==> src/rtl/aes_cipher_writeback.sv <==
// AES ciphertext write-back initiator.
// Accepts one 128-bit block and a base address, then writes it out as four
// consecutive 32-bit words on the data-cache side-write port.
// Optional build macro: AES_WB_BYTESWAP_EN byte-reverses each written word.
module aes_cipher_writeback #(
   parameter int unsigned ADD_WIDTH = 18,
   parameter int unsigned CNT_WIDTH = 16
) (
   input  logic                 clk,
   input  logic                 reset,
   input  logic                 ct_valid,
   output logic                 ct_ready,
   input  logic [127:0]         ct_data,
   input  logic [31:0]          ct_base,
   output logic                 wen_aes_d,
   output logic [31:0]          cipher_addr,
   output logic [31:0]          cipher_text,
   output logic                 done,
   output logic                 busy,
   output logic [CNT_WIDTH-1:0] blk_count
);

   localparam logic ST_IDLE  = 1'b0;
   localparam logic ST_WRITE = 1'b1;

   logic                 state_q, state_d;
   logic [1:0]           beat_q, beat_d;
   logic [127:0]         hold_q, hold_d;
   logic [ADD_WIDTH-1:0] base_q, base_d;
   logic                 wen_d;
   logic [31:0]          addr_d, text_d;
   logic                 done_d;
   logic [CNT_WIDTH-1:0] count_d;
   logic [ADD_WIDTH-1:0] addr_sum;
   logic                 handshake, last_beat;
   logic                 unused_base;

   // Address bits above the memory width and the byte offset are dropped
   assign unused_base = ^{ct_base[31:ADD_WIDTH], ct_base[1:0]};

   assign ct_ready  = (state_q == ST_IDLE) || (beat_q == 2'd3);
   assign busy      = (state_q == ST_WRITE);
   assign handshake = ct_valid && ct_ready;
   assign last_beat = (state_q == ST_WRITE) && (beat_q == 2'd3);

   // Word i of a block, most significant word first
   function automatic logic [31:0] word_sel(input logic [127:0] blk, input logic [1:0] idx);
      unique case (idx)
         2'd0:    word_sel = blk[127:96];
         2'd1:    word_sel = blk[95:64];
         2'd2:    word_sel = blk[63:32];
         default: word_sel = blk[31:0];
      endcase
   endfunction

   function automatic logic [31:0] wb_format(input logic [31:0] w);
`ifdef AES_WB_BYTESWAP_EN
      wb_format = {w[7:0], w[15:8], w[23:16], w[31:24]};
`else
      wb_format = w;
`endif
   endfunction

   // Next state, and the registered write port contents for the coming cycle
   always_comb begin
      state_d = state_q;
      beat_d  = beat_q;
      hold_d  = hold_q;
      base_d  = base_q;
      if (handshake) begin
         state_d = ST_WRITE;
         beat_d  = 2'd0;
         hold_d  = ct_data;
         base_d  = {ct_base[ADD_WIDTH-1:2], 2'b00};
      end else if (state_q == ST_WRITE) begin
         if (beat_q == 2'd3) begin
            state_d = ST_IDLE;
            beat_d  = 2'd0;
         end else begin
            beat_d = beat_q + 2'd1;
         end
      end

      addr_sum = base_d + ADD_WIDTH'({beat_d, 2'b00});
      wen_d    = (state_d == ST_WRITE);
      addr_d   = wen_d ? 32'(addr_sum) : 32'd0;
      text_d   = wen_d ? wb_format(word_sel(hold_d, beat_d)) : 32'd0;
      done_d   = last_beat;
      count_d  = blk_count + CNT_WIDTH'(last_beat);
   end

   // State and registered outputs; reset abandons any block in flight
   always_ff @(posedge clk or posedge reset) begin
      if (reset) begin
         state_q     <= ST_IDLE;
         beat_q      <= 2'd0;
         hold_q      <= '0;
         base_q      <= '0;
         wen_aes_d   <= 1'b0;
         cipher_addr <= 32'd0;
         cipher_text <= 32'd0;
         done        <= 1'b0;
         blk_count   <= '0;
      end else begin
         state_q     <= state_d;
         beat_q      <= beat_d;
         hold_q      <= hold_d;
         base_q      <= base_d;
         wen_aes_d   <= wen_d;
         cipher_addr <= addr_d;
         cipher_text <= text_d;
         done        <= done_d;
         blk_count   <= count_d;
      end
   end

endmodule
==> config.mk <==
export PLATFORM = sky130hd
export DESIGN_NAME = aes_cipher_writeback
export DESIGN_NICKNAME = d
export VERILOG_FILES = /design/src/rtl/aes_cipher_writeback.sv
export SDC_FILE = /design/constraint.sdc
export NUM_CORES = 1
export LEC_CHECK = 0
export BUFFER_PORTS_ARGS = -buffer_cell sky130_fd_sc_hd__buf_4
export CAP_MARGIN = 25
export CORE_MARGIN = 2
export CORE_UTILIZATION = 30
export CTS_CLUSTER_SIZE = 20
export DETAILED_ROUTE_END_ITERATION = 8
export SETUP_SLACK_MARGIN = 0.5
export SYNTH_ARGS = -nofsm -noshare
export SYNTH_HDL_FRONTEND = slang
export SYNTH_SLANG_ARGS = --single-unit
==> constraint.sdc <==
create_clock -name clk -period 9.9 [get_ports clk]
set_input_delay 0 -clock clk [delete_from_list [all_inputs] [get_ports clk]]
set_output_delay 0 -clock clk [all_outputs]
set_load 0.01 [all_outputs]
# Yosys cells after proc, flatten, opt, wreduce, memory -nomap -nowiden
# Cells that the tools add are included.
[totals] reg_bits=216 inputBits=163 elab_cells=30
[classes] addsub=3 n_eq_ne=3 mux=11 bitwise=1 n_reduce_logical=4
[ops] operator="$mux W128" count=1
[ops] operator="$pmux W32 S3" count=1
[ops] operator="$mux W18" count=2
[ops] operator="$mux W32" count=1
[ops] operator="$add A18 B4 Y18" count=1
[ops] operator="$add A16 B1 Y16" count=1
[ops] operator="$mux W2" count=3
[ops] operator="$eq A2 B2 Y1 const B" count=2
[ops] operator="$mux W1" count=3
[ops] operator="$add A2 B1 Y2 const B" count=1
[ops] operator="$eq A2 B1 Y1 const B" count=1
[ops] operator="$logic_and A1 B1 Y1" count=2
[ops] operator="$logic_not A2 Y1" count=1
[ops] operator="$logic_or A1 B1 Y1" count=1
[ops] operator="$not A1 Y1" count=1

# Longest topological paths before layout
# Gate-level depths: netlist of run 1.
[depth] word_depth=7 depth_mapped=17 mapped_depth_nobuf=13

# Worst setup path after synthesis of run 1
# OpenSTA, ideal clock, no wires.
[synth_timing] kind="reg-to-reg" start="register beat_q[0]" end="register cipher_addr[16]" arrival_time_ns=3.025 required_time_ns=9.833 setup_slack_ns=6.808 stages_incl_launch_ff=18 n_path_buf=4 synth_period_minus_slack_ns=3.092 cell_sequence="dfrtp_1 -> ha_1 -> nor2b_1 -> buf_6 -> inv_4 -> nand2_4 -> buf_2 -> buf_2 -> buf_2 -> nand2_1 -> nand2_1 -> ha_1 -> inv_1 -> fa_1 -> inv_1 -> o21ai_1 -> o41ai_2 -> o311a_1"
[synth_between] elab_chain_cells=6
[synth_rtl] item="start: declaration" line_no="27" text="logic [1:0] beat_q, beat_d;"
[synth_rtl] item="start signal: assignment" line_no="106" text="beat_q <= beat_d;"
[synth_rtl] item="$eq A2 B2 Y1" line_no="41" text="assign ct_ready = (state_q == ST_IDLE) || (beat_q == 2'd3);"
[synth_rtl] item="$logic_or A1 B1 Y1" line_no="41"
[synth_rtl] item="$logic_and A1 B1 Y1" line_no="43" text="assign handshake = ct_valid && ct_ready;"
[synth_rtl] item="$mux W18" line_no="70" text="if (handshake) begin"
[synth_rtl] item="net base_d[2]" line_no="29" text="logic [ADD_WIDTH-1:0] base_q, base_d;"
[synth_rtl] item="$add A18 B4 Y18" line_no="84" text="addr_sum = base_d + ADD_WIDTH'({beat_d, 2'b00});"
[synth_rtl] item="$mux W18" line_no="86" text="addr_d = wen_d ? 32'(addr_sum) : 32'd0;"
[synth_rtl] item="net addr_d[16]" line_no="31" text="logic [31:0] addr_d, text_d;"
[synth_rtl] item="end signal: assignment" line_no="110" text="cipher_addr <= addr_d;"
[synth_rtl] item="end: declaration" line_no="16" text="output logic [31:0] cipher_addr,"
# The timed path passes the listed nets, and every way through them passes these cells.

# Worst setup path in the final report of run 1
[layout_timing] start="register beat_q[0]" end="register cipher_addr[16]"
[layout_between] elab_chain_cells=6
[layout_rtl] item="$add A2 B1 Y2 / $eq A2 B2 Y1 (equally long branches)" line_no="80, 41, 76"
[layout_rtl] item="$mux W2 / $logic_or A1 B1 Y1 (equally long branches)" line_no="76, 41"
[layout_rtl] item="$mux W2 / $logic_and A1 B1 Y1 (equally long branches)" line_no="75, 43"
[layout_rtl] item="$mux W2 / $mux W18 (equally long branches)" line_no="70"
[layout_rtl] item="$add A18 B4 Y18" line_no="84"
[layout_rtl] item="$mux W18 *" line_no="86"
[layout_rtl] item="net addr_d[16]" line_no="31"
# The timed path passes the listed nets; every way through them passes the cells marked *.

==> results by group, run 1 <==
Yosys
  – Synthesized instance count: 890
  – Cell variety after synth: 59
  – Asr flop ratio synth: 100%
  – Mapped Area: 9860 um2
  – Synth area leaders: dfrtp_1 55%, a21o_1 4.9%, nand2_1 4.6%, and3_1 4.2%, mux2_2 4.1%
  – Syn Area/Cell: 11.1 um2
  – Sequential share of the synthesized area: 54.8%
  – Synth top area share: 54.8%
  – Yosys top cell by area: dfrtp_1
  – Synth Warn #: 0
  – List of most frequent post-synthesis cells: 216 x dfrtp_1, 121 x nand2_1, 67 x and3_1
  – Top-count cell post-synth: dfrtp_1
  – Main synth FF type: dfrtp_1
  – Yosys reg bits: 216
  – Number of flops mapped to enable cells by yosys: 0

Power
  – Comb pwr share: 45.5%
  – Sequential Power Share: 32.3%
  – Clock power frac: 22.3%
  – Worst-case vdd ir drop: 0.186 mV
  – Int Power: 2.81 mW
  – Pwr per Cell Area: 320 nW/um2
  – Leak: 6.96 nW
  – Sw power: 1.70 mW
  – Switching Fraction: 37.7%

Die
  – Die width: 185 um
  – Core footprint: 32500 um2
  – Initial Util: 30.4%
  – Io pins: 247
  – Rows: 66
  – Die H: 185 um
  – Die Area: 34300 um2

Global routing
  – Met1 Use GR: 22.6%
  – Vias in the first global route: 8474
  – Met3 usage: 2.48%
  – Most used routing layer: met2
  – Largest net degree at the start of global routing: 120
  – First-pass GRT wire length: 45.7 mm
  – GRT overflow: 0
  – Initial antenna violation count: 2
  – GRT Overall Usage: 16.8%
  – Met2 Usage GRT: 28.0%

Layout
  – Nets: 1383
  – Final cell count without fillers: 1675
  – Synth-to-Final Area Change: 42.8%
  – Multi-input gate area: 4040 um2
  – Filler instances: 3037
  – FF+latch area: 5410 um2
  – Fraction of layout cells with a size suffix above 1: 26.3%

Critical path
  – WP data arrival: 4.65 ns
  – WP buf/inv: 5
  – Slowest stage delay, CP: 0.72 ns
  – FF-to-FF End: cipher_addr[16]
  – Worst path cell trace: ha_1, nor2b_1, buf_4, inv_4, o21ai_4, buf_4, ha_1, inv_1, fa_1, inv_1, o21ai_1, o41ai_2, o311a_1
  – Worst reg2reg setup slack: 5.71 ns
  – Crit Path Category: flop to flop
  – RR Startpoint: beat_q[0]
  – Setup crit start kind: flop
  – CP Max Fanout: 80
  – CP delay by family, top: buffers and inverters
  – Reg2reg path depth: 13
  – CP required: 10.36 ns
  – Crit. End Element: flop
  – Slowest-stage cell, CP: buf_4

STA
  – Clock period minus worst slack: 4.19 ns
  – Slew HR: 33.4%
  – Post-Route Skew: 0.00796 ns
  – Setup TNS: 0 ns
  – Tcrit/Tclk final: 42.3%
  – Worst Tran Pin Value: 1.00 ns
  – Hold Fails Final Rpt: 0
  – Slew Viols, Final: 0
  – RSZ-0062 raised after global routing: false
  – Fmax: 0.239 GHz
  – Final setup violation count: 0

Detailed routing
  – DR vias: 8223
  – Initial drt markers: 354
  – Drt first pass iters: 4
  – Routed vias/inst: 4.91
  – Routed Antenna Nets: 0
  – DRT Wirelength: 29.6 mm
  – DRC: 0
  – Average wire per standard cell: 17.7 um

Status
  – Status: finished, final reports clean

CTS
  – CTS tree: built
  – TritonCTS Sinks: 216
  – Bufs on Longest Clock Path: 3
  – Reg clk slew, reported paths: 0.06 ns
  – Inserted Clock Buffers: 25
  – Postcts setup bufs: 0
  – Max H-tree Level: 1
  – CTS root buffer: clkbuf_16
  – Skew-Pair Late Insertion Delay: 0.53 ns

Placed design
  – I/O Buffers: 216
  – Cell total after placement: 1484
  – Post-DP HPWL: 16.9 mm
  – Gpl congestion: 0.791

Flow run
  – Max Cap Viol: 0

Hold path
  – Hold WC Path Type: input port to asynchronous set/reset pin
## registers in the layout, summed over array words and instances (netlist names)
| register | cells |
|---|---|
| hold_q | 128 |
| beat_q | 2 |
| done | 1 |
| busy | 1 |
| base_q | 18 |
| blk_count | 16 |
| cipher_text | 32 |
| cipher_addr | 18 |
## layout make-up
cell class | count | area share [%]
Multi-Input combinational cell | 587 | 28.7
Clock buffer | 31 | 4.88
Clock inverter | 14 | 1.40
Inverter | 14 | 0.444
Sequential cell | 216 | 38.4
Antenna cell | 1 | 0.0178
Timing Repair Buffer | 370 | 22.3
Tap cell | 442 | 3.93
## repair_timing
item	in CTS	in global routing
hold buffers	145	0
endpoints found under the hold margin	292	0
resized for setup	0	0
## stage by stage
step	total power [mW]	hold slack [ns]	instance area, um2	utilization, %	setup slack (ns)
after global placement	3.44	0.197	11700	36.2	5.77
after CTS	4.55	0.182	14100	43.4	5.69
after detailed placement	3.48	0.194	11700	36.2	5.71
final	4.51	0.159	14100	43.4	5.71
after floorplan	2.86	0.105	9910	-	3.99
after global routing	4.83	0.212	14100	43.4	5.47
## kinds of logic (layout without fill, tap and decap cells)
kind of cell,Yosys count,in the layout,share of synthesized area [%]
and+or+nand+nor,241,241,12.0
buffers and inverters,100,429,5.15
DFF,216,216,54.8
adders and majority gates,6,6,0.837
xor gates and xnor gates,22,22,1.95
muxes,40,40,4.57
AOI/OAI and AO/OA,264,264,20.6
other,1,15,0.0380
## how the worst max path moves through the flow
stage,startpoint,to,cells past startpoint,slack [ns]
floorplan,reset,base_q[0],1,3.99
global placement,beat_q[0],cipher_addr[10],13,5.77
detailed placement,beat_q[0],cipher_addr[16],13,5.71
CTS,beat_q[0],cipher_addr[16],13,5.69
global route,beat_q[0],cipher_addr[10],13,5.47
finish,beat_q[0],cipher_addr[16],13,5.71
## cells in the final DEF, fill, tap and decap left out, types with 2 or more instances in the layout
cell type / instances
nand3_1: 10
a311o_1: 32
xnor2_1: 16
and2_1: 9
a211o_1: 32
nor2_4: 2
and3_1: 67
inv_1: 10
xor2_1: 6
clkinv_2: 8
and4_1: 2
a21oi_1: 37
or3_1: 2
mux2_2: 36
inv_2: 2
nand2_1: 121
a211oi_1: 34
nor3_1: 4
o21ai_0: 8
o211ai_1: 33
nand4_1: 6
mux2i_1: 3
clkbuf_8: 4
ha_1: 5
a221oi_1: 2
conb_1: 14
a21o_1: 65
a21oi_2: 2
a31oi_1: 2
clkbuf_16: 25
clkbuf_1: 2
o221ai_1: 3
bufinv_16: 5
nor2_1: 11
dfrtp_1: 216
dlygate4sd3_1: 145
buf_4: 225
## worst reg2reg max path, stage by stage (launching register included)
cell and delay, ns:
dfrtp_1 0.42, ha_1 0.24, nor2b_1 0.11, buf_4 0.26, inv_4 0.39, o21ai_4 0.28
buf_4 0.72, ha_1 0.36, inv_1 0.07, fa_1 0.41, inv_1 0.13, o21ai_1 0.18
o41ai_2 0.35, o311a_1 0.20
## power by group through the flow
stage               Sequential, mW  Combinational, mW  Clock [mW]
global route                  1.49               2.26        1.07
global placement              1.46               1.98           0
floorplan                     1.48               1.38           0
CTS                           1.45               2.07        1.03
detailed placement            1.46               2.01           0
finish                        1.46               2.05        1.00
## metal layers
layer	part of all wire [%]	wire (um)
met5	0.044	13
met1	46	13600
met3	4.4	1310
met4	1.8	544
met2	48	14100
No activity file was read; power rests on OpenSTA's default activity.
==> run 2, diff against run 1 <==
==> constraint.sdc (replaced) <==
create_clock -name clk -period 4.01 [get_ports clk]
set_input_delay 0 -clock clk [delete_from_list [all_inputs] [get_ports clk]]
set_output_delay 0 -clock clk [all_outputs]
set_load 0.01 [all_outputs]
==> run 2 against run 1 <==
- first-iteration DRC count rose by 5.9%
- total power up 140%
- clock skew shrank 0.00080 ns
- largest cell class unchanged
==> results by group, run 2 (synthesis results as in run 1) <==
Status
  – Status: finished, final reports clean

Die
  – Rows: 66
  – Die Area: 34300 um2
  – Io pins: 247
  – Die H: 185 um
  – Core footprint: 32500 um2
  – Die width: 185 um
  – Initial Util: 30.4%

CTS
  – Inserted Clock Buffers: 26
  – TritonCTS Sinks: 216
  – CTS tree: built
  – Postcts setup bufs: 0
  – Resized Gates After CTS: 0
  – Max H-tree Level: 1
  – Skew-Pair Late Insertion Delay: 0.53 ns
  – Bufs on Longest Clock Path: 3
  – CTS root buffer: clkbuf_16
  – Reg clk slew, reported paths: 0.06 ns

Critical path
  – Worst setup endpoint: cipher_addr[16]
  – Setup crit start kind: flop
  – Reg2reg path depth: 13
  – Crit. End Element: flop
  – WP data arrival: 3.57 ns
  – Crit. Startpoint: beat_q[0]
  – FF-to-FF End: cipher_addr[16]
  – Crit Path Category: flop to flop
  – CP Max Fanout: 41
  – Worst reg2reg setup slack: 0.90 ns
  – RR Startpoint: beat_q[0]
  – CP required: 4.47 ns

Placed design
  – Post-DP HPWL: 17.7 mm
  – Gpl congestion: 0.812
  – Cell total after placement: 1489
  – I/O Buffers: 216

Detailed routing
  – Initial drt markers: 375
  – DRT Wirelength: 29.5 mm
  – DRC: 0
  – Routed vias/inst: 4.91
  – Routed Antenna Nets: 0
  – Drt first pass iters: 5
  – DR vias: 8263
  – Average wire per standard cell: 17.5 um

Layout
  – Number of flip-flops in the largest register: 128
  – Largest regs: hold_q (128), cipher_text (32)
  – Nets: 1391
  – Filler instances: 3011
  – Reg with most FFs: hold_q
  – Fraction of layout cells with a size suffix above 1: 26.3%
  – Synth-to-Final Area Change: 43.5%
  – Most frequent cells in the layout: 229 x buf_4, 216 x dfrtp_1, 146 x dlygate4sd3_1
  – Final cell count without fillers: 1682
  – Most common cell after layout, fill and taps aside: buf_4

Global routing
  – GRT Overall Usage: 16.9%
  – First-pass GRT wire length: 46.0 mm
  – Largest net degree at the start of global routing: 144
  – GRT overflow: 0
  – Initial antenna violation count: 1
  – Vias in the first global route: 8642

STA
  – Slew HR: 41.0%
  – Clock period minus worst slack: 3.11 ns
  – Post-Route Skew: 0.00716 ns
  – Slew Viols, Final: 0
  – Setup TNS: 0 ns
  – Worst Tran Pin Value: 0.885 ns
  – Tcrit/Tclk final: 77.5%
  – Hold Fails Final Rpt: 0
  – Final setup violation count: 0
  – RSZ-0062 raised after global routing: false
  – Fmax: 0.322 GHz

Hold path
  – Hold WC Path Type: input port to asynchronous set/reset pin

Flow run
  – Max Cap Viol: 0

Power
  – Worst-case vdd ir drop: 0.675 mV
  – Pwr per Cell Area: 780 nW/um2
  – Leak: 6.99 nW
run 2: cell count changes in the layout (fill, tap and decap cells not counted):
cell	change
clkinv_2	-7
bufinv_16	-4
inv_8	-1
buf_12	+1
buf_16	+1
clkbuf_1	+4
clkinv_4	+1
dlygate4sd3_1	+1
buf_4	+4
clkbuf_8	+5
clkbuf_16	+2
run 2: what timing repair did:
action / CTS / global route
hold buffers: 146 / 0
endpoints found under the hold margin: 405 / 0
endpoints found under the setup margin: 0 / 0
run 2: power breakdown:
group	total [mW]	leakage (nW)	internal [mW]	switching [mW]
Clock	2.37	0.427	1.45	0.918
Combinational	5.07	3.88	2.24	2.83
Sequential	3.60	2.68	3.19	0.406
run 2: worst min path at each step:
stage / from / to / slack, ns / depth (start not counted)
4_1_cts: ct_data[104] / hold_q[104] / 0.21 / 4
5_1_grt: reset / blk_count[15] / 0.06 / 4
6_report: reset / blk_count[14] / 0.05 / 4
2_1_floorplan: ct_base[7] / base_q[7] / 0.11 / 2
3_5_place_dp: ct_data[104] / hold_q[104] / 0.22 / 3
3_3_place_gp: ct_data[104] / hold_q[104] / 0.22 / 3
run 2: worst max-delay path, cell delays in order (launching register included):
cell and delay (ns):
dfrtp_1 0.42, ha_1 0.25, nor2b_1 0.25, inv_4 0.26
nand2_8 0.18, nand2_1 0.07, nand2_1 0.08, ha_1 0.19
inv_1 0.07, fa_1 0.40, inv_1 0.13, o21ai_1 0.19
o41ai_2 0.35, o311a_1 0.20
run 2: layout make-up:
type	count	area, um2	share of cell area (%)
Multi-Input combinational cell	587	4040	28.5
Clock buffer	42	822	5.81
Inverter	14	58.8	0.416
Clock inverter	3	43.8	0.309
Sequential cell	216	5410	38.2
Timing Repair Buffer	377	3230	22.8
Tap cell	442	553	3.91
Antenna cell	1	2.50	0.0177
run 2: routing by layer:
layer	part of all wire [%]	track usage [%]	wire length, um
met1	44	22.0	12900
met2	49	29.0	14500
met5	0	0	0
met4	2.2	5.24	661
met3	4.6	2.38	1370
run 2: per-stage QoR:
step / setup slack, ns / hold WS (ns) / power (mW) / utilization [%] / area (um2)
final: 0.903 / 0.0511 / 11.0 / 43.6 / 14200
after global routing: 0.583 / 0.0645 / 11.8 / 43.6 / 14200
after CTS: 0.908 / 0.209 / 11.1 / 43.5 / 14100
after detailed placement: 0.936 / 0.221 / 8.59 / 36.3 / 11800
after global placement: 0.946 / 0.216 / 8.49 / 36.3 / 11800
after floorplan: 0.918 / 0.105 / 7.05 / - / 9920
==> run 3, diff against run 2 <==
--- a/config.mk
+++ b/config.mk
@@ -5,6 +5,7 @@
 export SDC_FILE = /design/constraint.sdc
 export NUM_CORES = 1
 export LEC_CHECK = 0
+export ABC_AREA = 1
 export BUFFER_PORTS_ARGS = -buffer_cell sky130_fd_sc_hd__buf_4
 export CAP_MARGIN = 25
 export CORE_MARGIN = 2
==> constraint.sdc (replaced) <==
create_clock -name clk -period 2.62 [get_ports clk]
set_input_delay 0 -clock clk [delete_from_list [all_inputs] [get_ports clk]]
set_output_delay 0 -clock clk [all_outputs]
set_load 0.01 [all_outputs]
==> run 3 against run 2 <==
- final cell count increased by 13%
- global-route usage increased by 0.35 points
- first-iteration DRC count increased by 32%
- area after synthesis decreased by 5.7%
- critical endpoint is now base_q[2]
- highest routed layer unchanged
==> results by group, run 3 <==
Detailed routing
  – Average wire per standard cell: 16.3 um
  – DRC: 0
  – Drt first pass iters: 5
  – Routed vias/inst: 4.48
  – Routed Antenna Nets: 0
  – DRT Wirelength: 30.9 mm
  – DR vias: 8507
  – Initial drt markers: 495

Global routing
  – Initial antenna violation count: 3
  – GRT overflow: 0
  – Vias in the first global route: 8525
  – Largest net degree at the start of global routing: 116
  – First-pass GRT wire length: 45.6 mm
  – GRT Overall Usage: 17.2%

Yosys
  – Number of flops mapped to enable cells by yosys: 0
  – Syn Area/Cell: 8.74 um2
  – Asr flop ratio synth: 100%
  – Cell variety after synth: 35
  – Synth top area share: 58.1%
  – Synthesized instance count: 1065
  – Sequential share of the synthesized area: 58.1%
  – Yosys reg bits: 216
  – Synth Warn #: 0
  – List of most frequent post-synthesis cells: 449 x nand2_1, 216 x dfrtp_1, 77 x inv_1
  – Top-count cell post-synth: nand2_1
  – Main synth FF type: dfrtp_1
  – Yosys top cell by area: dfrtp_1
  – Synth area leaders: dfrtp_1 58%, nand2_1 18%, o21ai_0 3.7%, inv_1 3.1%, o21a_1 1.9%
  – Mapped Area: 9310 um2

Layout
  – Most frequent cells in the layout: 441 x nand2_1, 249 x buf_4, 216 x dfrtp_1
  – Largest regs: hold_q (128), cipher_text (32)
  – Most common cell after layout, fill and taps aside: nand2_1
  – Fraction of layout cells with a size suffix above 1: 26.7%
  – Number of flip-flops in the largest register: 128
  – Reg with most FFs: hold_q
  – Synth-to-Final Area Change: 57.1%
  – Nets: 1652

Die
  – Initial Util: 30.4%
  – Die Area: 32400 um2
  – Rows: 64
  – Die width: 180 um
  – Io pins: 247
  – Core footprint: 30600 um2
  – Die H: 180 um

Critical path
  – CP required: 3.04 ns
  – RR Startpoint: beat_q[0]
  – Levels on crit path: 18
  – Slowest-stage cell, CP: dfrtp_1
  – Crit. End Element: flop
  – Crit. Startpoint: beat_q[0]
  – Crit Path Category: flop to flop
  – Worst reg2reg setup slack: 0.30 ns
  – Setup crit start kind: flop
  – FF-to-FF End: base_q[2]
  – WP data arrival: 2.73 ns
  – CP Max Fanout: 6
  – Worst path cell trace: ha_2, inv_2, nand2_4, nand2_8, inv_4, nand2_4, nand2_4, buf_4, buf_6, buf_6, buf_6, buf_6, buf_6, buf_6, buf_6, buf_4, buf_4, buf_4
  – Most used cell, CP: buf_6
  – Worst setup endpoint: base_q[2]
  – CP delay by family, top: buffers and inverters
  – Reg2reg path depth: 18
  – WP buf/inv: 13
  – Slowest stage delay, CP: 0.38 ns

CTS
  – CTS tree: built
  – CTS root buffer: clkbuf_16
  – Max H-tree Level: 1
  – Inserted Clock Buffers: 25
  – Skew-Pair Late Insertion Delay: 0.53 ns
  – TritonCTS Sinks: 216
  – Reg clk slew, reported paths: 0.06 ns
  – Bufs on Longest Clock Path: 3

Power
  – Sequential Power Share: 30.6%
  – Worst-case vdd ir drop: 0.644 mV
  – Comb pwr share: 48.8%
  – Leak: 7.49 nW
  – Clock power frac: 20.6%
  – Pwr per Cell Area: 1180 nW/um2
  – Switching Fraction: 39.5%
  – Int Power: 10.4 mW
  – Design Power: 17.2 mW
  – Sw power: 6.80 mW

STA
  – Fmax: 0.432 GHz
  – Slew Viols, Final: 0
  – Tcrit/Tclk final: 88.4%
  – Hold Fails Final Rpt: 0
  – Setup TNS: 0 ns
  – RSZ-0062 raised after global routing: true
  – Post-Route Skew: 0.0170 ns
  – Final setup violation count: 0
  – Clock period minus worst slack: 2.32 ns

Hold path
  – Hold WC Path Type: input port to flop

Placed design
  – Gpl congestion: 0.823
  – Post-DP HPWL: 17.8 mm
  – I/O Buffers: 216

Status
  – Status: finished, final reports clean

Flow run
  – Max Cap Viol: 0
[run 3: changes by cell type in the layout (fill, tap and decap cells not counted), sizes merged, moves of 33 or more]
cell / change
nand2: +345
inv: +63
and3: -67
o211ai: -33
a21o: -64
a211oi: -35
buf: +49
mux2: -37
o21ai: +60
[run 3: logic make-up (layout without fill, tap and decap cells)]
| family | Yosys count | after routing | share of synthesized area, % |
|---|---|---|---|
| other | 1 | 17 | 0.0403 |
| XOR/XNOR | 14 | 14 | 1.32 |
| AND/OR/NAND/NOR | 544 | 544 | 23.5 |
| flip-flops | 216 | 216 | 58.1 |
| AO/OA/AOI/OAI | 140 | 140 | 8.75 |
| adder cells (fa/ha/maj) | 6 | 6 | 0.887 |
| buffers and inverters | 144 | 565 | 7.38 |
[run 3: area by class of cell]
cell class	count	area [um2]
sequential	216	5410
tap	396	495
clock buffer	33	686
multi-input combinational	718	3530
inverter	79	317
timing repair buffer	443	4030
antenna	3	7.51
fill	2818	16000
clock inverter	10	148
[run 3: worst min path at each step]
stage	start	endpoint	slack (ns)	cells past startpoint
finish	ct_data[110]	hold_q[110]	0.23	4
global route	ct_data[72]	hold_q[72]	0.25	4
CTS	ct_data[112]	hold_q[112]	0.20	4
detailed placement	ct_data[26]	hold_q[26]	0.22	3
global placement	ct_data[3]	hold_q[3]	0.21	3
floorplan	ct_data[65]	hold_q[65]	0.12	2
[run 3: worst reg2reg max path: cells and delay by family (launching register included)]
kind          cells  cell delay, ns
fa+ha+maj         1            0.20
buf+inv          13            1.31
flops             1            0.38
simple gates      4            0.32
[run 3: timing repair]
item                                    4_1_cts  5_1_grt
hold buffers                                158        1
gates cloned                                  0        7
setup buffers                                25       12
pin swaps                                    16       21
resized for setup                            26       66
endpoints found under the hold margin       222        4
endpoints found under the setup margin       46       56
[run 3: power groups by stage]
stage / clock, mW / combinational [mW] / sequential, mW
floorplan: 0 / 4.16 / 5.39
global placement: 0 / 6.65 / 5.27
detailed placement: 0 / 6.73 / 5.30
CTS: 3.65 / 7.63 / 5.25
global route: 3.76 / 9.25 / 5.40
finish: 3.55 / 8.40 / 5.26
[run 3: routing by layer]
metal / vias up / share of wire [%] / track usage (%) / wire [um]
met3: 52 / 4.0 / 2.53 / 1250
met4: 0 / 2.8 / 5.58 / 872
met2: 226 / 48 / 28.4 / 14800
met1: 4087 / 45 / 23.4 / 13900
met5: - / 0 / 0 / 0
li1: 4142 / - / - / -
[run 3: per-stage QoR]
stage | hold WS, ns | cells | utilization [%] | instance area, um2 | setup WS (ns)
final | 0.233 | 1898 | 47.8 | 14600 | 0.304
after global routing | 0.248 | 1898 | 47.8 | 14600 | 0.229
after CTS | 0.202 | 1874 | 46.2 | 14100 | 0.380
after detailed placement | 0.222 | 1648 | 37.2 | 11400 | 0.170
after global placement | 0.215 | 1648 | 37.2 | 11400 | 0.236
after floorplan | 0.125 | 1078 | - | 9410 | -0.192
